===== config.mk =====
export PLATFORM = sky130hd
export DESIGN_NAME = instr_prefetch_queue_flat
export DESIGN_NICKNAME = d
export VERILOG_FILES = /design/src/rtl/instr_prefetch_queue_if.sv /design/src/rtl/instr_prefetch_queue.sv /design/src/flat_wrapper.sv
export SDC_FILE = /design/constraint.sdc
export NUM_CORES = 1
export LEC_CHECK = 0
export CAP_MARGIN = 20
export CORE_MARGIN = 8
export CORE_UTILIZATION = 53
export CTS_CLUSTER_DIAMETER = 40
export DETAILED_ROUTE_END_ITERATION = 7
export PLACE_DENSITY = 0.86
export REMOVE_ABC_BUFFERS = 1
export SLEW_MARGIN = 5
export SYNTH_ARGS = -nofsm -noshare
export SYNTH_HDL_FRONTEND = slang
export SYNTH_SLANG_ARGS = --single-unit

===== constraint.sdc =====
create_clock -name clk -period 3 [get_ports clk]
set_input_delay 0.3 -clock clk [delete_from_list [all_inputs] [get_ports clk]]
set_output_delay 0.3 -clock clk [all_outputs]
set_load 0.05 [all_outputs]

===== src/rtl/instr_prefetch_queue_if.sv =====
// Handshake bundle between the prefetch queue, instruction memory and the core.
// The master modport is the prefetch queue's view; slave is the environment's.
interface instr_prefetch_queue_if;
    logic        flush;
    logic [63:0] flush_pc;
    logic        mem_req;
    logic [63:0] mem_addr;
    logic        mem_ack;
    logic [31:0] mem_rdata;
    logic        instr_valid;
    logic [31:0] instr;
    logic [63:0] instr_pc;
    logic        instr_ready;

    modport master (
        input  flush, flush_pc, mem_ack, mem_rdata, instr_ready,
        output mem_req, mem_addr, instr_valid, instr, instr_pc
    );

    modport slave (
        output flush, flush_pc, mem_ack, mem_rdata, instr_ready,
        input  mem_req, mem_addr, instr_valid, instr, instr_pc
    );
endinterface


===== src/rtl/instr_prefetch_queue.sv =====
// Instruction prefetch queue: single-outstanding memory fetch feeding a
// first-word-fall-through FIFO of {pc, word}, with flush/redirect support.
module instr_prefetch_queue #(
    parameter int DEPTH = 4
) (
    input  logic                         clk,
    input  logic                         rst_n,
    instr_prefetch_queue_if.master       bus,
    output logic [$clog2(DEPTH+1)-1:0]   count
);

    localparam int AW = (DEPTH > 1) ? $clog2(DEPTH) : 1;
    localparam int CW = $clog2(DEPTH + 1);

    typedef enum logic [1:0] {
        IDLE,
        WAIT,
        DRAIN
    } state_t;

    typedef struct packed {
        logic [63:0] pc;
        logic [31:0] word;
    } entry_t;

    state_t        state, state_next;
    logic [63:0]   fpc;
    logic [63:0]   fpc_inc;
    logic [63:0]   flush_fpc;
    logic [63:0]   mem_addr_q;
    logic [63:0]   addr_next;
    entry_t        fifo [DEPTH];
    logic [AW-1:0] rd_ptr, wr_ptr;
    logic [CW-1:0] count_next;
    logic          push, pop, has_room, valid;

    assign fpc_inc   = fpc + 64'd4;
    assign flush_fpc = {bus.flush_pc[63:2], 2'b00};
    assign valid     = (count != '0);
    assign pop       = valid && bus.instr_ready && !bus.flush;
    assign push      = (state == WAIT) && bus.mem_ack && !bus.flush;

    // Occupancy after this cycle's push/pop; issue is gated on it so that a
    // returning word always has a reserved slot.
    always_comb begin
        count_next = count;
        if (bus.flush)
            count_next = '0;
        else if (push && !pop)
            count_next = count + CW'(1);
        else if (!push && pop)
            count_next = count - CW'(1);
    end

    assign has_room = (count_next < CW'(DEPTH));

    // NOTE: every output of this block gets a default first so no path
    // through the case leaves a variable unassigned, which would infer a latch.
    always_comb begin
        state_next = state;
        addr_next  = mem_addr_q;
        case (state)
            IDLE: begin
                if (!bus.flush && has_room) begin
                    state_next = WAIT;
                    addr_next  = fpc;
                end
            end
            WAIT: begin
                if (bus.flush)
                    state_next = bus.mem_ack ? IDLE : DRAIN;
                else if (bus.mem_ack) begin
                    if (has_room)
                        addr_next = fpc_inc;
                    else
                        state_next = IDLE;
                end
            end
            DRAIN: begin
                if (bus.mem_ack)
                    state_next = IDLE;
            end
            default: state_next = IDLE;
        endcase
    end

    // NOTE: registers use non-blocking assignment so every flop samples the
    // pre-edge value of its inputs regardless of statement order.
    always_ff @(posedge clk or negedge rst_n) begin
        if (!rst_n)
            state <= IDLE;
        else
            state <= state_next;
    end

    always_ff @(posedge clk or negedge rst_n) begin
        if (!rst_n) begin
            fpc        <= '0;
            mem_addr_q <= '0;
            count      <= '0;
        end else begin
            mem_addr_q <= addr_next;
            count      <= count_next;
            if (bus.flush)
                fpc <= flush_fpc;
            else if (push)
                fpc <= fpc_inc;
        end
    end

    // NOTE: the storage array is reset because the head entry is driven
    // straight to instr/instr_pc, which must read zero out of reset.
    always_ff @(posedge clk or negedge rst_n) begin
        if (!rst_n) begin
            for (int i = 0; i < DEPTH; i++)
                fifo[i] <= '0;
            rd_ptr <= '0;
            wr_ptr <= '0;
        end else if (bus.flush) begin
            rd_ptr <= '0;
            wr_ptr <= '0;
        end else begin
            if (push) begin
                fifo[wr_ptr] <= '{pc: mem_addr_q, word: bus.mem_rdata};
                wr_ptr       <= wr_ptr + AW'(1);
            end
            if (pop)
                rd_ptr <= rd_ptr + AW'(1);
        end
    end

    assign bus.mem_req     = (state != IDLE);
    assign bus.mem_addr    = mem_addr_q;
    assign bus.instr_valid = valid;
    assign bus.instr       = fifo[rd_ptr].word;
    assign bus.instr_pc    = fifo[rd_ptr].pc;

endmodule


===== src/flat_wrapper.sv =====
// flat-port wrapper written by rule: the top's interface ports become plain ports
module instr_prefetch_queue_flat 
#(
    parameter int DEPTH = 4
)
  (clk, rst_n, count, bus_flush, bus_flush_pc, bus_mem_ack, bus_mem_rdata, bus_instr_ready, bus_mem_req, bus_mem_addr, bus_instr_valid, bus_instr, bus_instr_pc);
  instr_prefetch_queue_if bus_i ();
  input  logic clk;
  input  logic rst_n;
  output logic [$clog2(DEPTH+1)-1:0] count;
  input wire logic [$bits(bus_i.flush)-1:0] bus_flush;
  input wire logic [$bits(bus_i.flush_pc)-1:0] bus_flush_pc;
  input wire logic [$bits(bus_i.mem_ack)-1:0] bus_mem_ack;
  input wire logic [$bits(bus_i.mem_rdata)-1:0] bus_mem_rdata;
  input wire logic [$bits(bus_i.instr_ready)-1:0] bus_instr_ready;
  output wire logic [$bits(bus_i.mem_req)-1:0] bus_mem_req;
  output wire logic [$bits(bus_i.mem_addr)-1:0] bus_mem_addr;
  output wire logic [$bits(bus_i.instr_valid)-1:0] bus_instr_valid;
  output wire logic [$bits(bus_i.instr)-1:0] bus_instr;
  output wire logic [$bits(bus_i.instr_pc)-1:0] bus_instr_pc;
  assign bus_i.flush = bus_flush;
  assign bus_i.flush_pc = bus_flush_pc;
  assign bus_i.mem_ack = bus_mem_ack;
  assign bus_i.mem_rdata = bus_mem_rdata;
  assign bus_i.instr_ready = bus_instr_ready;
  assign bus_mem_req = bus_i.mem_req;
  assign bus_mem_addr = bus_i.mem_addr;
  assign bus_instr_valid = bus_i.instr_valid;
  assign bus_instr = bus_i.instr;
  assign bus_instr_pc = bus_i.instr_pc;
  instr_prefetch_queue #(.DEPTH(DEPTH)) u_core (.clk(clk), .rst_n(rst_n), .bus(bus_i), .count(count));
endmodule

== After elaboration in Yosys (flattened, before gate mapping) ==
Index checks and enable logic that the tools add are counted.

* Flip-flop bits (word level): 521
* Bits of input ports: 101
* Output and inout bits: 165
* Word-level logic and storage cells: 82

* Add/subtract/negate cells: 5
* $lt $le $gt $ge: 4
* Equal/unequal tests: 9
* Multiplexer cells: 27
* Bitwise gates (word level): 3
* Reductions and logical operators: 20

{| class="wikitable"
|+ Operator list
! operator !! number
|-
| $bwmux W384 || 1
|-
| $mux W64 || 6
|-
| $mux W96 || 3
|-
| $bmux W96 S2 || 1
|-
| $demux W96 S2 || 1
|-
| $pmux W64 S2 || 1
|-
| $add A64 B3 Y64 const B || 1
|-
| $mux W2 || 10
|-
| $mux W3 || 3
|-
| $logic_and A1 B1 Y1 || 8
|-
| $reduce_bool A2 Y1 || 4
|-
| $ge A3 B3 Y1 const B || 2
|-
| $ne A2 B2 Y1 const B || 3
|-
| $ne A3 B3 Y1 const B || 2
|-
| $not A2 Y3 || 2
|-
| $pmux W2 S3 || 1
|-
| $reduce_and A5 Y1 || 1
|-
| $add A2 B1 Y2 const B || 2
|-
| $ne A2 B1 Y1 const B || 2
|-
| $reduce_and A4 Y1 || 1
|-
| $add A3 B1 Y3 const B || 1
|-
| $logic_not A1 Y1 || 3
|-
| $lt A3 B1 Y1 const B || 1
|-
| $lt A3 B3 Y1 const B || 1
|-
| other kinds (7) || 7
|}

== Longest topological paths before layout ==
Gate-level depths: netlist of run 1.

* Depth after elaboration: 13
* Gate-level depth with buffers: 11
* Depth with buffers taken out: 8

== Worst setup path after synthesis of run 1 ==
OpenSTA, ideal clock, no wires.

* Kind: flip-flop to flip-flop
* From: register u_core.count[0]
* To: register u_core.mem_addr_q[44] (netlist: u_core.bus.mem_addr[44])
* Library setup time: 0.129 ns
* Data arrival time: 2.710 ns
* Data required time: 2.871 ns
* Slack: 0.162 ns
* Stages on the path, launching flop included: 11
* Buffers on the path: 3
* Clock period less this slack: 2.838 ns
* Path through: dfrtp_1 inv_1 ha_1 nand2b_1 clkbuf_1 and4_1 nor3_1 o211ai_2 buf_2 clkbuf_2 o21ai_0

* Cells in the longest elaborated chain, start to end: 11
* Elaborated cells between the ends (all ways): 16
* Classes of those cells: add/sub (2); order compare (1); eq/ne (2); mux (3); reduce/logical (8)

{| class="wikitable"
|+ Ends and longest elaborated chain
! what !! line !! RTL
|-
| from (decl) || instr_prefetch_queue.sv:9 || <nowiki>output logic [$clog2(DEPTH+1)-1:0] count</nowiki>
|-
| from (signal assigned) || instr_prefetch_queue.sv:103 || <nowiki>count <= count_next;</nowiki>
|-
| $reduce_bool A3 Y1 * || instr_prefetch_queue.sv:39 || <nowiki>assign valid = (count != '0);</nowiki>
|-
| net bus_instr_valid || flat_wrapper.sv:18 || <nowiki>output wire logic [$bits(bus_i.instr_valid)-1:0] bus_instr_valid;</nowiki>
|-
| $logic_and A1 B1 Y1 * (2 in a row) || instr_prefetch_queue.sv:40 || <nowiki>assign pop = valid && bus.instr_ready && !bus.flush;</nowiki>
|-
| $logic_and A1 B1 Y1 / $logic_not A1 Y1 (equally long branches) || instr_prefetch_queue.sv:51, instr_prefetch_queue.sv:49 ||
|-
| $mux W3 / $logic_and A1 B1 Y1 (equally long branches) || instr_prefetch_queue.sv:51, instr_prefetch_queue.sv:49 ||
|-
| $mux W3 * || instr_prefetch_queue.sv:49 || <nowiki>else if (push && !pop)</nowiki>
|-
| $mux W3 * || instr_prefetch_queue.sv:47 || <nowiki>if (bus.flush)</nowiki>
|-
| $lt A3 B3 Y1 * || instr_prefetch_queue.sv:55 || <nowiki>assign has_room = (count_next < CW'(DEPTH));</nowiki>
|-
| $logic_and A1 B1 Y1 || instr_prefetch_queue.sv:64 || <nowiki>if (!bus.flush && has_room) begin</nowiki>
|-
| $ne A2 B1 Y1 (no source line) || n/a ||
|-
| $reduce_and A5 Y1 (no source line) * || n/a ||
|-
| to (signal assigned) || instr_prefetch_queue.sv:102 || <nowiki>mem_addr_q <= addr_next;</nowiki>
|-
| to (decl) || instr_prefetch_queue.sv:30 || <nowiki>logic [63:0] mem_addr_q;</nowiki>
|}

Mark *: on every way through the listed nets, which the timed path passes. The rest lies on a longest branch.
A chain may end at the register's enable or synchronous reset.

== Final worst setup path of run 1 ==
* From: register u_core.rd_ptr[1]
* To: output port bus_instr_pc[12]

* Cells in the longest elaborated chain, start to end: 4

{| class="wikitable"
|+ Ends and longest elaborated chain
! what !! line !! RTL
|-
| from (decl) || instr_prefetch_queue.sv:33 || <nowiki>logic [AW-1:0] rd_ptr, wr_ptr;</nowiki>
|-
| from (signal assigned) || instr_prefetch_queue.sv:128 || <nowiki>rd_ptr <= rd_ptr + AW'(1);</nowiki>
|-
| $not A2 Y3 (implied by the code) || instr_prefetch_queue.sv:136 || <nowiki>assign bus.instr_pc = fifo[rd_ptr].pc;</nowiki>
|-
| $bmux W96 S2 || instr_prefetch_queue.sv:136 ||
|-
| $mux W96 (2 in a row) || n/a ||
|-
| to (decl) || flat_wrapper.sv:20 || <nowiki>output wire logic [$bits(bus_i.instr_pc)-1:0] bus_instr_pc;</nowiki>
|}

Every way passes these cells. The select of a mux whose other input is x is not followed.

==> results of run 1 <==
## cell families (layout without fill, tap and decap cells)
kind of cell | count (synthesis) | after routing | synth area share, %
xor+xnor | 126 | 126 | 4.69
buf+inv | 124 | 444 | 2.40
simple gates | 370 | 370 | 8.12
compound gates | 135 | 135 | 2.96
other cells | 1 | 6 | 0.0160
mux | 474 | 474 | 27.2
fa+ha+maj | 8 | 8 | 0.426
flops | 509 | 509 | 54.2
## cell type report
cell class              instances  area (µm²)  area share (%)
flip-flops and latches        509       12700            43.5
inverters                       7        26.3          0.0897
multi-input cells            1117       10300            35.0
clock inverters                34         392            1.34
repair buffers                312        3130            10.7
clock buffers                  91        1990            6.81
diodes                          2        5.00          0.0171
well taps                     592         741            2.53
## repair_timing
| item | in CTS | in global routing |
|---|---|---|
| hold buffers | 1 | 0 |
| setup buffers | 0 | 0 |
| hold endpoints to repair | 66 | 0 |
| setup endpoints to repair | 54 | 1 |
| resized for setup | 54 | 1 |
## worst paths after layout
| kind | start | end | slack [ns] | cells past startpoint |
|---|---|---|---|---|
| worst max-delay path | u_core.rd_ptr[1] | bus_instr_pc[12] | 0.08 | 3 |
| worst min-delay path | bus_flush_pc[55] | u_core.fpc[55] | 0.30 | 3 |
| worst max register to register | u_core.state[1] | u_core.fifo[228] | 0.31 | 5 |
| worst min register to register | u_core.fifo[152] | u_core.fifo[152] | 0.50 | 1 |
| max in group asynchronous | rst_n | u_core.fifo[235] | 1.75 | 3 |
| min in group asynchronous | rst_n | u_core.fifo[131] | 0.33 | 2 |
## critical path, stage by stage (launching register included)
cell and delay [ns]:
dfrtp_4 0.65, buf_12 0.27, mux4_2 0.38, clkdlybuf4s50_1 0.73
## per-layer routing
layer  global-route usage, %  wire [µm]  up-vias
met4                    10.2       2170        0
met3                    4.42       3420      131
met5                       0          0        -
met1                    30.3      24800     8046
li1                        -          -     6816
met2                    39.0      29300      481
## where the power goes
part	leakage [nW]	switching (mW)	total (mW)	internal (mW)
sequential	6.68	1.57	10.3	8.72
clock	1.17	3.12	8.37	5.25
combinational	5.29	7.14	11.6	4.45
total	13.1	11.8	30.3	18.4
## flip-flops by register name, indices dropped and copies added, names as in the netlist
signal	count
u_core.bus.mem_addr	62
u_core.count	3
u_core.fifo	376
u_core.fpc	62
u_core.rd_ptr	2
u_core.state	2
u_core.wr_ptr	2
## cell usage in the layout (no fill, tap or decap), types with 5 or more instances in the layout
cell type / n
a21oi_1: 6
and3_1: 5
and4_1: 11
buf_12: 21
buf_4: 59
bufinv_16: 6
clkbuf_1: 8
clkbuf_16: 73
clkbuf_8: 10
clkdlybuf4s50_1: 175
clkinv_2: 9
dfrtp_1: 507
dlygate4sd2_1: 54
ha_1: 8
inv_1: 7
inv_6: 9
mux2_2: 378
mux4_2: 94
nand2_1: 161
nand2b_1: 5
nand3_1: 27
nand4_1: 20
nand4_2: 5
nor2_1: 53
nor2b_1: 5
nor3_1: 29
nor3_2: 6
nor4_1: 14
o21ai_0: 90
o21ai_1: 33
or2_2: 7
xnor2_1: 88
xor2_1: 38
## through the flow
stage	TNS, ns	cell area (µm²)
3_5_place_dp	0	26900
4_1_cts	0	29300
6_report	0	29300
2_1_floorplan	-482.70	23000
5_1_grt	0	29300
3_3_place_gp	0	26900
==> summary.txt, run 1 <==
Global routing
  • First-pass GRT wire length: 94.6 mm
  • Initial antenna violation count: 2
  • GRT overflow: 0
  • Vias in the first global route: 16900
  • GR Util All Layers: between 20% and 30%
  • Largest net degree at the start of global routing: 132

Run status
  • Status: finished, final reports clean

Timing
  • Final worst slack: 0.0783 ns
  • Max-slew violations: 0
  • Fin Hold WS: 0.299 ns
  • Slew HR: 46.0%
  • Final Hold Violating Endpoints: 0
  • RSZ-0062 raised after global routing: false
  • Final Cycle Share: between 90% and 100%
  • # setup viols final: 0
  • Clock Skew: 0.0258 ns
  • Final min period: a little under 3 ns
  • FMAX: 342 MHz
  • Slew @ Worst Pin: about 0.81 ns

Critical path
  • Crit Path Category: reg -> out
  • Worst setup EP type: primary output
  • CP required: between 2 and 3 ns
  • Crit Path Max Fanout: 29
  • Worst Setup Start Kind: flop
  • Critical path arrival: 2.62 ns

Floorplanning
  • Core Footprint: 44000 µm²
  • Num ports: approximately 270
  • Die ar.: slightly above 50000 µm²
  • Initial Utilization: a little over half
  • Row Count: between 70 and 80
  • Die Ht: 227 µm
  • Die W: 227 µm

Power and ir drop
  • PD cells: 1030 nW/µm²
  • Final Power: between 30 and 40 mW
  • VDD IR max: around 1 mV
  • Leak: 13.1 nW

Drt
  • Initial DRC Count: 959
  • TritonRoute pass-1 iters: 5
  • DRC errors left: 0
  • Vias after detailed routing: 15500
  • Routed wire per std cell: 22.4 µm
  • Overall routed net length: roughly 60 mm
  • Routed Antenna Nets: 0
  • Drt via density: between 5 and 6

Yosys
  • Cells after Synth: 1747
  • Post-Syn Area per Cell: 13.5 µm²
  • Cell with the most instances after synthesis: dfrtp_1
  • Ranking of synthesized cells by area: dfrtp_1 (54%), mux2_2 (18%), mux4_2 (9.0%)
  • Synth top cells by count: dfrtp_1 (509), mux2_2 (378), nand2_1 (165)
  • Yosys warns: 0
  • Number of synthesized flops with an enable pin: 0
  • Ys flop type: dfrtp_1
  • Register area share after synthesis: 54.2%
  • #FFs+latches synth: 509
  • Mapped Area: between 20000 and 25000 µm²
  • Async SR Flop Fraction: 100%
  • Share of the synthesized area in the top cell type: 54.2%
  • Post-synth cell types: 45
  • Area leader, netlist: dfrtp_1

Clocking
  • Clock root buffer master: clkbuf_16
  • Total CTS buffers: 70
  • Clock Path Buffers: 3
  • Worst-Skew Late Latency: slightly below 0.6 ns
  • Clk sinks: 509
  • H-tree depth: 3
  • Clk slew on worst S/H paths: 0.06 ns
  • CTS tree: yes

Placed design
  • Post-DP HPWL: 39.4 mm
  • Worst slack, placed: a little under 0.004 ns
  • RD Place Congestion: 0.865
  • Cells after DPL: between 2000 and 3000
  • IO Port Bufs: 259

Finish
  • Non-filler cells, final: 2664
  • Share of cells above drive strength 1: 34.2%
  • Layout filler cell count: 3070
  • P&R area growth vs syn: 24.6%
  • Fin nets: 2126
  • Layout Utilization: between 60 and 70%

Hold path
  • Hold Crit Class: in -> reg

Job
  • Number of max-cap violations: 0
No activity file was read; power rests on OpenSTA's default activity.
==> run 2, diff against run 1 <==
--- a/config.mk
+++ b/config.mk
@@ -12,7 +12,6 @@
 export DETAILED_ROUTE_END_ITERATION = 7
 export PLACE_DENSITY = 0.86
 export REMOVE_ABC_BUFFERS = 1
-export SLEW_MARGIN = 5
 export SYNTH_ARGS = -nofsm -noshare
 export SYNTH_HDL_FRONTEND = slang
 export SYNTH_SLANG_ARGS = --single-unit
==> constraint.sdc (replaced) <==
create_clock -name clk -period 3 [get_ports clk]
set_input_delay 0.3 -clock clk [delete_from_list [all_inputs] [get_ports clk]]
set_output_delay 0.3 -clock clk [all_outputs]
set_load 0.005 [all_outputs]
==> run 2 against run 1 <==
Hold slack worse by 0.021 ns. Die area is the same. Non-clock buffer count down 6. Fmax is 1.0% higher. Combinational power is 32% lower. Wire length increased by 0.98%. Critical path depth increased by 1. Via count is 0.24% higher. Largest cell class unchanged.
==> summary.txt, run 2 (same netlist as run 1, synthesis figures left out) <==
Finish
  • Share of cells above drive strength 1: 33.0% (-1.2 points)
  • Fin nets: 2121 (-0.24%)
  • Most common cell after layout, fill and taps aside: dfrtp_1
  • Layout filler cell count: 3005 (-2.1%)
  • P&R area growth vs syn: 25.7%
  • Layout Utilization: 67.1% (+0.60 points)
  • Most frequent cells in the layout: dfrtp_1 (507), mux2_2 (378), clkdlybuf4s50_1 (257), nand2_1 (161), mux4_2 (94)
  • Non-filler cells, final: 2662 (-0.075%)
  • Max reg flops: 376 (unchanged)
  • Biggest register: u_core.fifo
  • Post-route design area: 29500 µm² (+0.90%)

Timing
  • Final worst slack: 0.108 ns (+0.0299 ns)
  • Final Cycle Share: 96.4% (-1.0 points)
  • Final min period: 2.89 ns (-0.0299 ns)
  • Fin Hold WS: 0.278 ns (-0.0211 ns)
  • Clock Skew: 0.0317 ns (+0.00585 ns)
  • Max-slew violations: 0 (unchanged)
  • FMAX: 346 MHz (+1.0%)
  • Slew HR: 44.4% (-1.6 points)
  • Slew @ Worst Pin: 0.832 ns (+0.0253 ns)
  • Setup TNS: 0 ns (unchanged)
  • RSZ-0062 raised after global routing: false
  • Final Hold Violating Endpoints: 0 (unchanged)
  • # setup viols final: 0 (unchanged)

Power and ir drop
  • Clock share of power: 32.6% (+4.9 points)
  • Net Sw Frac: 28.8% (-10 points)
  • Final Power: 27.0 mW (-11%)
  • PD cells: 912 nW/µm² (-12%)
  • Comb pwr share: 29.1% (-9.2 points)
  • P_int: 19.2 mW (+4.2%)
  • Leak: 13.0 nW (-0.99%)
  • VDD IR max: 0.651 mV (-34%)
  • Switching power: 7.75 mW (-34%)
  • Sequential power share: 38.3% (+4.3 points)

Clocking
  • Clk slew on worst S/H paths: 0.05 ns (about the same)
  • Clock Path Buffers: 3 (unchanged)
  • Total CTS buffers: 71 (+1.4%)
  • Clk sinks: 509 (unchanged)
  • Clock root buffer master: clkbuf_16
  • CTS tree: yes
  • Post-CTS setup buffer count: 0 (unchanged)
  • Worst-Skew Late Latency: 0.59 ns (about the same)
  • H-tree depth: 3 (unchanged)

Drt
  • Routed wire per std cell: 22.6 µm (+1.1%)
  • DRC errors left: 0 (unchanged)
  • Overall routed net length: 60.3 mm (+0.98%)
  • Drt via density: 5.83 (+0.31%)
  • Initial DRC Count: 1212 (+26%)
  • TritonRoute pass-1 iters: 5 (unchanged)
  • Vias after detailed routing: 15500 (+0.24%)
  • Routed Antenna Nets: 0 (unchanged)

Floorplanning
  • Core Footprint: 44000 µm² (unchanged)
  • Die ar.: 51300 µm² (unchanged)
  • Die Ht: 227 µm (unchanged)
  • Row Count: 77 (unchanged)
  • Die W: 227 µm (unchanged)
  • Initial Utilization: 53.4% (unchanged)
  • Num ports: 266 (unchanged)

Run status
  • Status: finished, final reports clean

Critical path
  • Critical path arrival: 2.59 ns (-0.03 ns)
  • CP required: 2.70 ns (about the same)
  • Worst Setup Start Kind: flop
  • Worst setup EP type: primary output
  • Crit-path max cell delay: 0.57 ns (-0.16 ns)
  • Crit-path most repeated cell: buf_12
  • Crit-path slowest cell: mux4_2
  • Crit Path Category: reg -> out
  • Crit Path Max Fanout: 16 (-45%)
  • CP Cell Sequence: buf_12 -> buf_12 -> mux4_2 -> clkdlybuf4s50_1

Placed design
  • Post-DP HPWL: 39.1 mm (-0.80%)
  • IO Port Bufs: 259 (unchanged)
  • Worst slack, placed: 0.0290 ns (+0.0251 ns)
  • RD Place Congestion: 0.830 (-4.1%)
  • Cells after DPL: 2530 (-0.24%)
  • Placed cell areas: 27000 µm² (+0.18%)

Global routing
  • Vias in the first global route: 16900 (-0.012%)
  • Largest net degree at the start of global routing: 132 (unchanged)
  • First-pass GRT wire length: 95.6 mm (+1.0%)
  • Initial antenna violation count: 1 (-1)
  • GR Util All Layers: 23.8% (+0.20 points)
  • GRT overflow: 0 (unchanged)

Job
  • Number of max-cap violations: 0 (unchanged)

Hold path
  • Hold Crit Class: in -> async
run 2: cell count changes in the layout (fill, tap and decap cells not counted), moves of 2 or more:
cell / change
clkdlybuf4s50_1: +82
dlygate4sd2_1: -54
buf_4: -35
clkinv_4: +4
bufinv_16: +3
clkbuf_1: -3
buf_12: +2
clkinv_2: -2
run 2: layout make-up:
| cell class | count | area, µm² | area share [%] |
|---|---|---|---|
| flip-flops and latches | 509 | 12700 | 43.1 |
| clock inverters | 41 | 532 | 1.80 |
| inverters | 7 | 26.3 | 0.0889 |
| diodes | 1 | 2.50 | 0.00847 |
| well taps | 592 | 741 | 2.51 |
| clock buffers | 89 | 2010 | 6.80 |
| multi-input cells | 1117 | 10300 | 34.7 |
| repair buffers | 306 | 3240 | 11.0 |
run 2: path summary, 6_finish.rpt:
check | endpoint | slack [ns] | cells past startpoint | startpoint
max in group asynchronous | u_core.fifo[361] | 1.76 | 4 | rst_n
min in group clk | u_core.fpc[15] | 0.28 | 3 | bus_flush_pc[15]
setup reg to reg | u_core.fifo[24] | 0.30 | 5 | u_core.state[1]
setup / recovery | bus_instr_pc[37] | 0.11 | 4 | u_core.rd_ptr[0]
hold / removal | u_core.fifo[323] | 0.28 | 2 | rst_n
hold reg to reg | u_core.fifo[174] | 0.50 | 1 | u_core.fifo[174]
run 2: critical path: cells and delay by family, from the launching register on:
family | cells | cell delay (ns)
flip-flops | 1 | 0.51
buffers and inverters | 3 | 0.90
multiplexers | 1 | 0.57
run 2: timing repair:
item | CTS | global route
hold endpoints to repair | 62 | 0
setup endpoints to repair | 0 | 0
hold buffers | 1 | 0
gates resized for setup | 0 | 0
run 2: power groups by stage:
stage	sequential [mW]	clock (mW)	combinational, mW
finish	10.3	8.79	7.85
global route	10.6	9.26	8.44
CTS	10.3	8.94	7.98
detailed placement	10.3	0	7.86
global placement	10.1	0	7.64
floorplan	10.1	0	4.00
run 2: routing by layer:
layer	global-route usage, %	share of wire, %
met1	31.2	41
met2	39.1	50
met3	4.26	5.5
met4	9.58	3.4
met5	0	0
